<file path="config.mk">
export PLATFORM = sky130hd
export DESIGN_NAME = axi_rd_arb
export DESIGN_NICKNAME = d
export VERILOG_FILES = /design/src/rtl/axi_rd_arb.sv
export SDC_FILE = /design/constraint.sdc
export NUM_CORES = 1
export LEC_CHECK = 0
export BUFFER_PORTS_ARGS = -buffer_cell sky130_fd_sc_hd__buf_2
export CAP_MARGIN = 0
export CORE_AREA = 10 10 126 128
export CTS_CLUSTER_SIZE = 20
export DETAILED_ROUTE_END_ITERATION = 10
export DIE_AREA = 0 0 136 138
export HOLD_SLACK_MARGIN = 0.05
export SYNTH_ARGS = -nofsm -noshare
export SYNTH_HDL_FRONTEND = slang
export SYNTH_SLANG_ARGS = --single-unit
</file>
<file path="constraint.sdc">
create_clock -name aclk -period 3.8 [get_ports aclk]
set_input_delay 0.19 -clock aclk [delete_from_list [all_inputs] [get_ports aclk]]
set_output_delay 0.19 -clock aclk [all_outputs]
set_load 0.01 [all_outputs]
</file>
<file path="src/rtl/axi_rd_arb.sv">
// axi_rd_arb: AXI3 read-channel arbiter between the icache refill port and the dcache refill/uncached-load port
//   aclk, aresetn                : clock, asynchronous active-low reset
//   i_ar* / d_ar*                : requester AR channels (valid/ready/addr/len/size)
//   ar*                          : shared AXI AR channel, one registered request at a time
//   r*                           : shared AXI R channel
//   i_r* / d_r*                  : per-requester R channels, routed by rid
//   err_rid                      : pulse on an R beat with an unknown rid or an unmatched rlast
module axi_rd_arb #(
    parameter int         PA_W      = 32,
    parameter int         DATA_W    = 64,
    parameter logic [3:0] I_ID      = 4'd0,
    parameter logic [3:0] D_ID      = 4'd1,
    parameter int         MAX_OUTST = 2
) (
    input  logic              aclk,
    input  logic              aresetn,
    input  logic              i_arvalid,
    output logic              i_arready,
    input  logic [PA_W-1:0]   i_araddr,
    input  logic [3:0]        i_arlen,
    input  logic [2:0]        i_arsize,
    input  logic              d_arvalid,
    output logic              d_arready,
    input  logic [PA_W-1:0]   d_araddr,
    input  logic [3:0]        d_arlen,
    input  logic [2:0]        d_arsize,
    output logic              arvalid,
    input  logic              arready,
    output logic [3:0]        arid,
    output logic [PA_W-1:0]   araddr,
    output logic [3:0]        arlen,
    output logic [2:0]        arsize,
    output logic [1:0]        arburst,
    input  logic              rvalid,
    output logic              rready,
    input  logic [3:0]        rid,
    input  logic [DATA_W-1:0] rdata,
    input  logic [1:0]        rresp,
    input  logic              rlast,
    output logic              i_rvalid,
    input  logic              i_rready,
    output logic [DATA_W-1:0] i_rdata,
    output logic [1:0]        i_rresp,
    output logic              i_rlast,
    output logic              d_rvalid,
    input  logic              d_rready,
    output logic [DATA_W-1:0] d_rdata,
    output logic [1:0]        d_rresp,
    output logic              d_rlast,
    output logic              err_rid
);
    localparam int            CW   = $clog2(MAX_OUTST + 1);
    localparam logic [CW-1:0] MAXC = CW'(MAX_OUTST);
    logic            r_slot_valid;
    logic [3:0]      r_arid;
    logic [PA_W-1:0] r_araddr;
    logic [3:0]      r_arlen;
    logic [2:0]      r_arsize;
    logic            r_rr_i;
    logic [CW-1:0]   r_cnt_i;
    logic [CW-1:0]   r_cnt_d;
    logic            w_free;
    logic            w_elig_i;
    logic            w_elig_d;
    logic            w_grant_i;
    logic            w_grant_d;
    logic            w_rid_i;
    logic            w_rid_d;
    logic            w_dec_i;
    logic            w_dec_d;
    // Hold-at-zero on a retire with nothing outstanding; simultaneous +1/-1 cancels.
    function automatic logic [CW-1:0] cnt_next(input logic [CW-1:0] c, input logic inc, input logic dec);
        return (inc && !dec) ? c + CW'(1) :
               (dec && !inc && c != '0) ? c - CW'(1) : c;
    endfunction
    // Slot can be reloaded in the same cycle it hands off, so no bubble between bursts.
    assign w_free    = !r_slot_valid || arready;
    assign w_elig_i  = i_arvalid && (r_cnt_i < MAXC);
    assign w_elig_d  = d_arvalid && (r_cnt_d < MAXC);
    assign w_grant_i = w_free && w_elig_i && (!w_elig_d || r_rr_i);
    assign w_grant_d = w_free && w_elig_d && (!w_elig_i || !r_rr_i);
    // Gated by aresetn so the handshake outputs read as idle while reset is held.
    assign i_arready = aresetn && w_grant_i;
    assign d_arready = aresetn && w_grant_d;
    assign arvalid   = r_slot_valid;
    assign arid      = r_arid;
    assign araddr    = r_araddr;
    assign arlen     = r_arlen;
    assign arsize    = r_arsize;
    assign arburst   = 2'b01;
    assign w_rid_i   = rid == I_ID;
    assign w_rid_d   = !w_rid_i && rid == D_ID;
    // Unknown ids are sunk so a stray beat cannot stall the shared R channel.
    assign rready    = w_rid_i ? i_rready : w_rid_d ? d_rready : 1'b1;
    assign i_rvalid  = rvalid && w_rid_i;
    assign d_rvalid  = rvalid && w_rid_d;
    assign i_rdata   = rdata;
    assign d_rdata   = rdata;
    assign i_rresp   = rresp;
    assign d_rresp   = rresp;
    assign i_rlast   = rlast;
    assign d_rlast   = rlast;
    assign w_dec_i   = rvalid && rready && rlast && w_rid_i;
    assign w_dec_d   = rvalid && rready && rlast && w_rid_d;
    assign err_rid   = aresetn && ((rvalid && !w_rid_i && !w_rid_d) ||
                                   (w_dec_i && r_cnt_i == '0) || (w_dec_d && r_cnt_d == '0));
    always_ff @(posedge aclk or negedge aresetn) begin
        if (!aresetn) begin
            r_slot_valid <= 1'b0;
            r_arid       <= '0;
            r_araddr     <= '0;
            r_arlen      <= '0;
            r_arsize     <= '0;
            r_rr_i       <= 1'b1;
            r_cnt_i      <= '0;
            r_cnt_d      <= '0;
        end else begin
            if (w_free) begin
                r_slot_valid <= w_grant_i || w_grant_d;
                if (w_grant_i) begin
                    r_arid   <= I_ID;
                    r_araddr <= i_araddr;
                    r_arlen  <= i_arlen;
                    r_arsize <= i_arsize;
                    r_rr_i   <= 1'b0;
                end else if (w_grant_d) begin
                    r_arid   <= D_ID;
                    r_araddr <= d_araddr;
                    r_arlen  <= d_arlen;
                    r_arsize <= d_arsize;
                    r_rr_i   <= 1'b1;
                end
            end
            r_cnt_i <= cnt_next(r_cnt_i, w_grant_i, w_dec_i);
            r_cnt_d <= cnt_next(r_cnt_d, w_grant_d, w_dec_d);
        end
    end
endmodule

</file>
# Word level (Yosys, flattened, before mapping)
# Cells that the tools add are included.
# op_classes
n_reduce_logical,51
addsub,4
n_eq_ne,1
n_lt_le_gt_ge,2
n_mux,16
# op_table
op,n
2-to-1 mux 32 bit,2
logical AND 1 bit,26
2-to-1 mux 4 bit,4
logical NOT 1 bit,10
nonzero test 2 bit,5
2-to-1 mux 2 bit,4
logical OR 1 bit,6
2-to-1 mux 3 bit,2
"adder 2 x 1 -> 2 bit, second input constant",2
"equality test 4 x 1 -> 1 bit, second input constant",1
logical NOT 2 bit,2
logical NOT 4 bit,1
"< comparator 2 bit, second input constant",2
2-to-1 mux 1 bit,4
"subtractor 2 x 1 -> 2 bit, second input constant",2
AND reduction 2 bit,1
# totals
input_bits,157
elab_cells,82
out_inout_bits,186
register_bits,49

# Depth between registers and ports, before layout
# depth
word_depth,12
depth_mapped,6
mapped_depth_nobuf,4

# Least setup slack after synthesis
# Ideal clock, no wire load.
# synth_path
path_kind,reg-to-reg
startpoint,register r_cnt_d[1]
endpoint,register r_araddr[12] (netlist: araddr[12])
synth_period_minus_slack_ns,1.490
n_path_buf,2
path_slack_ns,2.310
arrival_time_ns,1.363
path_stages_with_launch,7
setup_ns,0.127
t_required_ns,3.673
path_cell_list,dfrtp_1 > nand2b_4 > o211a_1 > buf_6 > buf_6 > a222oi_1 > inv_1
# synth_between
elab_chain_len,7
elab_cells_between_ends,10
# synth_lines
item,line_no,text
from (decl),61,logic [CW-1:0] r_cnt_d;
from (signal assigned),135,"r_cnt_d <= cnt_next(r_cnt_d, w_grant_d, w_dec_d);"
< comparator 2 bit (*),79,assign w_elig_d = d_arvalid && (r_cnt_d < MAXC);
logical AND 1 bit (*),79,
logical NOT 1 bit,80,assign w_grant_i = w_free && w_elig_i && (!w_elig_d || r_rr_i);
logical OR 1 bit,80,
logical AND 1 bit,80,
nonzero test 2 bit (no source line),n/a,
AND reduction 2 bit (no source line),n/a,
to (signal assigned),122,r_araddr <= i_araddr;
to (signal assigned),128,r_araddr <= d_araddr;
to (decl),56,logic [PA_W-1:0] r_araddr;
# Every way passes the cells marked *; elsewhere a longest branch is shown, timed or not.
# A chain may end at the register's enable or synchronous reset.

# Final worst setup path
# layout_path
startpoint,register r_cnt_i[1]
endpoint,output port i_arready
# layout_between
elab_chain_len,5
# layout_lines
item,line_no,text
from (decl),60,logic [CW-1:0] r_cnt_i;
from (signal assigned),134,"r_cnt_i <= cnt_next(r_cnt_i, w_grant_i, w_dec_i);"
< comparator 2 bit,78,assign w_elig_i = i_arvalid && (r_cnt_i < MAXC);
logical AND 1 bit,78,
logical AND 1 bit (2 in series),80,
logical AND 1 bit,83,assign i_arready = aresetn && w_grant_i;
to (decl),18,"output logic i_arready,"
# No other way between the ends.

==> summary.md <==
| Metric | Value |
|---|---|
| FF-to-FF End | `araddr[13]$_DFFE_PN0P_` |
| Hold slack | `0.1202 ns` |
| Mean Syn Cell Area | `9.751 um^2` |
| Post-placement cell area | `2942 um^2` |
| Clock Path Buffers | `2` |
| Layout area overhead | `1.126%` |
| Tot GR Track Use | `10.79%` |
| Final hold violations | `0` |
| Hold EP | `araddr[8]$_DFFE_PN0P_` |
| Post_cts resized | `0` |
| GP Congestion | `0.7537` |
| CTS sink count | `46` |
| Share of the clock period used by the worst path | `65.57%` |
| Chip width | `136 um` |
| Via count | `2212` |
| Vias in the first global route | `2400` |
| CTS root buf | `clkbuf_16` |
| Residual DRC count | `0` |
| Outcome | `finished, final reports clean` |
| CP Max Fanout | `36` |
| Setup slack, reg-to-reg | `1.53 ns` |
| Crit path kind | `reg -> out` |
| Clk slew on worst S/H paths | `0.07 ns` |
| Critical hold path startpoint | `d_araddr[8]` |
| CTS tree | `built` |
| Hold Path Stages | `3` |
| Ys flop type | `dfrtp_1` |
| Post-synth EDFFs | `0` |
| GRT overflow | `0` |
| Final instance area | `3146 um^2` |
| Finish-stage setup viols | `0` |
| Largest net degree at the start of global routing | `43` |
| Clk_lat worst skew | `0.30 ns` |
| Post-CTS setup buffer count | `0` |
| Cell taking the most area after synthesis | `dfrtp_1` |
| CTS Hold Bufs | `1` |
| Leakage Power | `1.799 nW` |
| Yosys top cell area share | `36.20%` |
| Pins Over Slew Limit | `0` |
| Layout cells sized above 1 | `48.91%` |
| RSZ-0062 raised after global routing | `false` |
| Vias per inst | `4.415` |
| Row count | `43` |
| Crit path DAT | `2.30 ns` |
| Core area | `13500 um^2` |
| Most common cell after layout, fill and taps aside | `buf_2` |
| First-pass GRT wire length | `15.21 mm` |
| Power consumption | `2.360 mW` |
| IO Pins | `343` |
| Starting DRT DRC Count | `199` |
| Pre-antenna DRT Iters | `10` |
| Req. time, crit path | `3.61 ns` |
| N_diodes | `0` |
| Post-route ant nets | `0` |
| Peak VDD IR | `0.2313 mV` |
| Final #Nets | `477` |
| Fin crit period | `2.492 ns` |
| Fin Setup TNS | `0 ns` |
| Top cells by area, synth | `dfrtp_1 36%, buf_4 34%, a222oi_1 13%, inv_1 4.7%, buf_6 1.8%` |
| Commonest non-fill, non-tap cells in the layout | `139 x buf_2, 45 x dfrtp_1, 39 x a222oi_1, 39 x inv_1, 7 x nand2_1` |
| Post-DR wirelength/cell | `21.92 um` |
| F_max | `401.3 MHz` |
| Synth warn | `0` |
| Yosys cell types | `30` |
| Worst setup path startpoint | `r_cnt_i[1]$_DFFE_PN0P_` |
| Worst setup EP type | `output pin` |
| Worst R2R Start | `r_cnt_i[1]$_DFFE_PN0P_` |
| Seq/Total Area, Yosys | `37.05%` |
| Adder-cell share of the synthesized area | `0%` |
| Post-synth ARST share | `100.0%` |
| Initial antenna violation count | `0` |
| Final Core Density | `23.29%` |
| Slew HR | `24.56%` |
| Chip height | `138 um` |
| Setup Skew | `0.004794 ns` |
| Synth Area in XOR/XNOR | `0.5632%` |
| Total of max-cap violations | `0` |
| Synth Instances | `319` |
| Synth Area in Compound Gates | `15.04%` |
| R2r worst-path depth | `5` |
| Hold Crit Class | `in -> reg` |
| Main combinational cell family by area after synthesis | `buffers and inverters` |
| H-tree depth | `2` |
| CP startpoint kind | `flop` |
| Starting Density | `23.03%` |
| Slew of the pin with the lowest slew margin | `1.127 ns` |
| P per Cell Area | `750.4 nW/um^2` |
| HPWL after detailed placement | `9.083 mm` |
| WL final | `10.98 mm` |
| Mapped cell area | `3110 um^2` |
| Post-Synth Simple-Gate Area | `4.505%` |
| Port bufs | `139` |
| Die Area | `18770 um^2` |
| Post-synthesis mux area share | `1.287%` |
| Register bit count reported by yosys | `46` |
| Cts bufs inserted | `5` |
[layer usage]
| layer | track usage, % | share of wire (%) | up-vias |
|---|---|---|---|
| li1 | - | - | 948 |
| met1 | 8.200 | 27 | 983 |
| met2 | 19.47 | 52 | 269 |
| met3 | 8.877 | 19 | 12 |
| met4 | 3.589 | 1.7 | 0 |
| met5 | 0.2770 | 0 | - |
[flip-flops by register name, summed over array words and instances, names as in the netlist]
signal and count:
arlen 4, r_rr_i 1, araddr 32, r_cnt_d 2, arid 1, arsize 3
arvalid 1, r_cnt_i 2
[worst max-delay path: stages (launching register included)]
cell	delay [ns]
dfrtp_1	0.41
nor2b_2	0.27
o211a_1	0.96
and2_1	0.24
buf_2	0.13
[kinds of logic after synthesis]
family / Yosys count
mux: 4
flops: 46
other cells: 2
simple gates: 25
buf+inv: 192
compound gates: 48
xor+xnor: 2
[synthesized netlist by cell type, types with 2 or more instances]
cell type	instances
buf_4	139
dfrtp_1	45
a222oi_1	39
inv_1	39
nand2_1	7
buf_6	5
buf_2	4
clkbuf_1	4
mux2i_1	4
nand3_1	4
nor2_1	3
a21o_1	2
and2_1	2
and3_1	2
conb_1	2
nor2b_1	2
o21ai_0	2
xnor2_1	2
[worst max-delay path by stage]
stage	endpoint	cells after the start
after floorplan	araddr[12]$_DFFE_PN0P_	6
after CTS	i_arready	4
after global routing	i_arready	4
after global placement	araddr[10]$_DFFE_PN0P_	5
after detailed placement	araddr[13]$_DFFE_PN0P_	5
final	i_arready	4
[cell type report]
class                      count  area, um^2
tap                          180       225.2
timing repair buffer         143       728.2
clock buffer                   5       125.1
multi-input combinational     84       695.7
clock inverter                 3       68.82
fill                        1465       10360
sequential                    46        1152
inverter                      40       150.1
[power breakdown]
part | internal, mW | total, mW | switching [mW]
clock | 0.378 | 0.582 | 0.204
combinational | 0.399 | 0.892 | 0.493
sequential | 0.731 | 0.886 | 0.155
[stage by stage]
| stage | std cells | setup slack [ns] |
|---|---|---|
| after floorplan | 322 | 2.310 |
| after global placement | 492 | 1.622 |
| after detailed placement | 492 | 1.487 |
| after CTS | 501 | 1.252 |
| after global routing | 501 | 1.146 |
| final | 501 | 1.308 |
(Power assumes the default switching activity.)
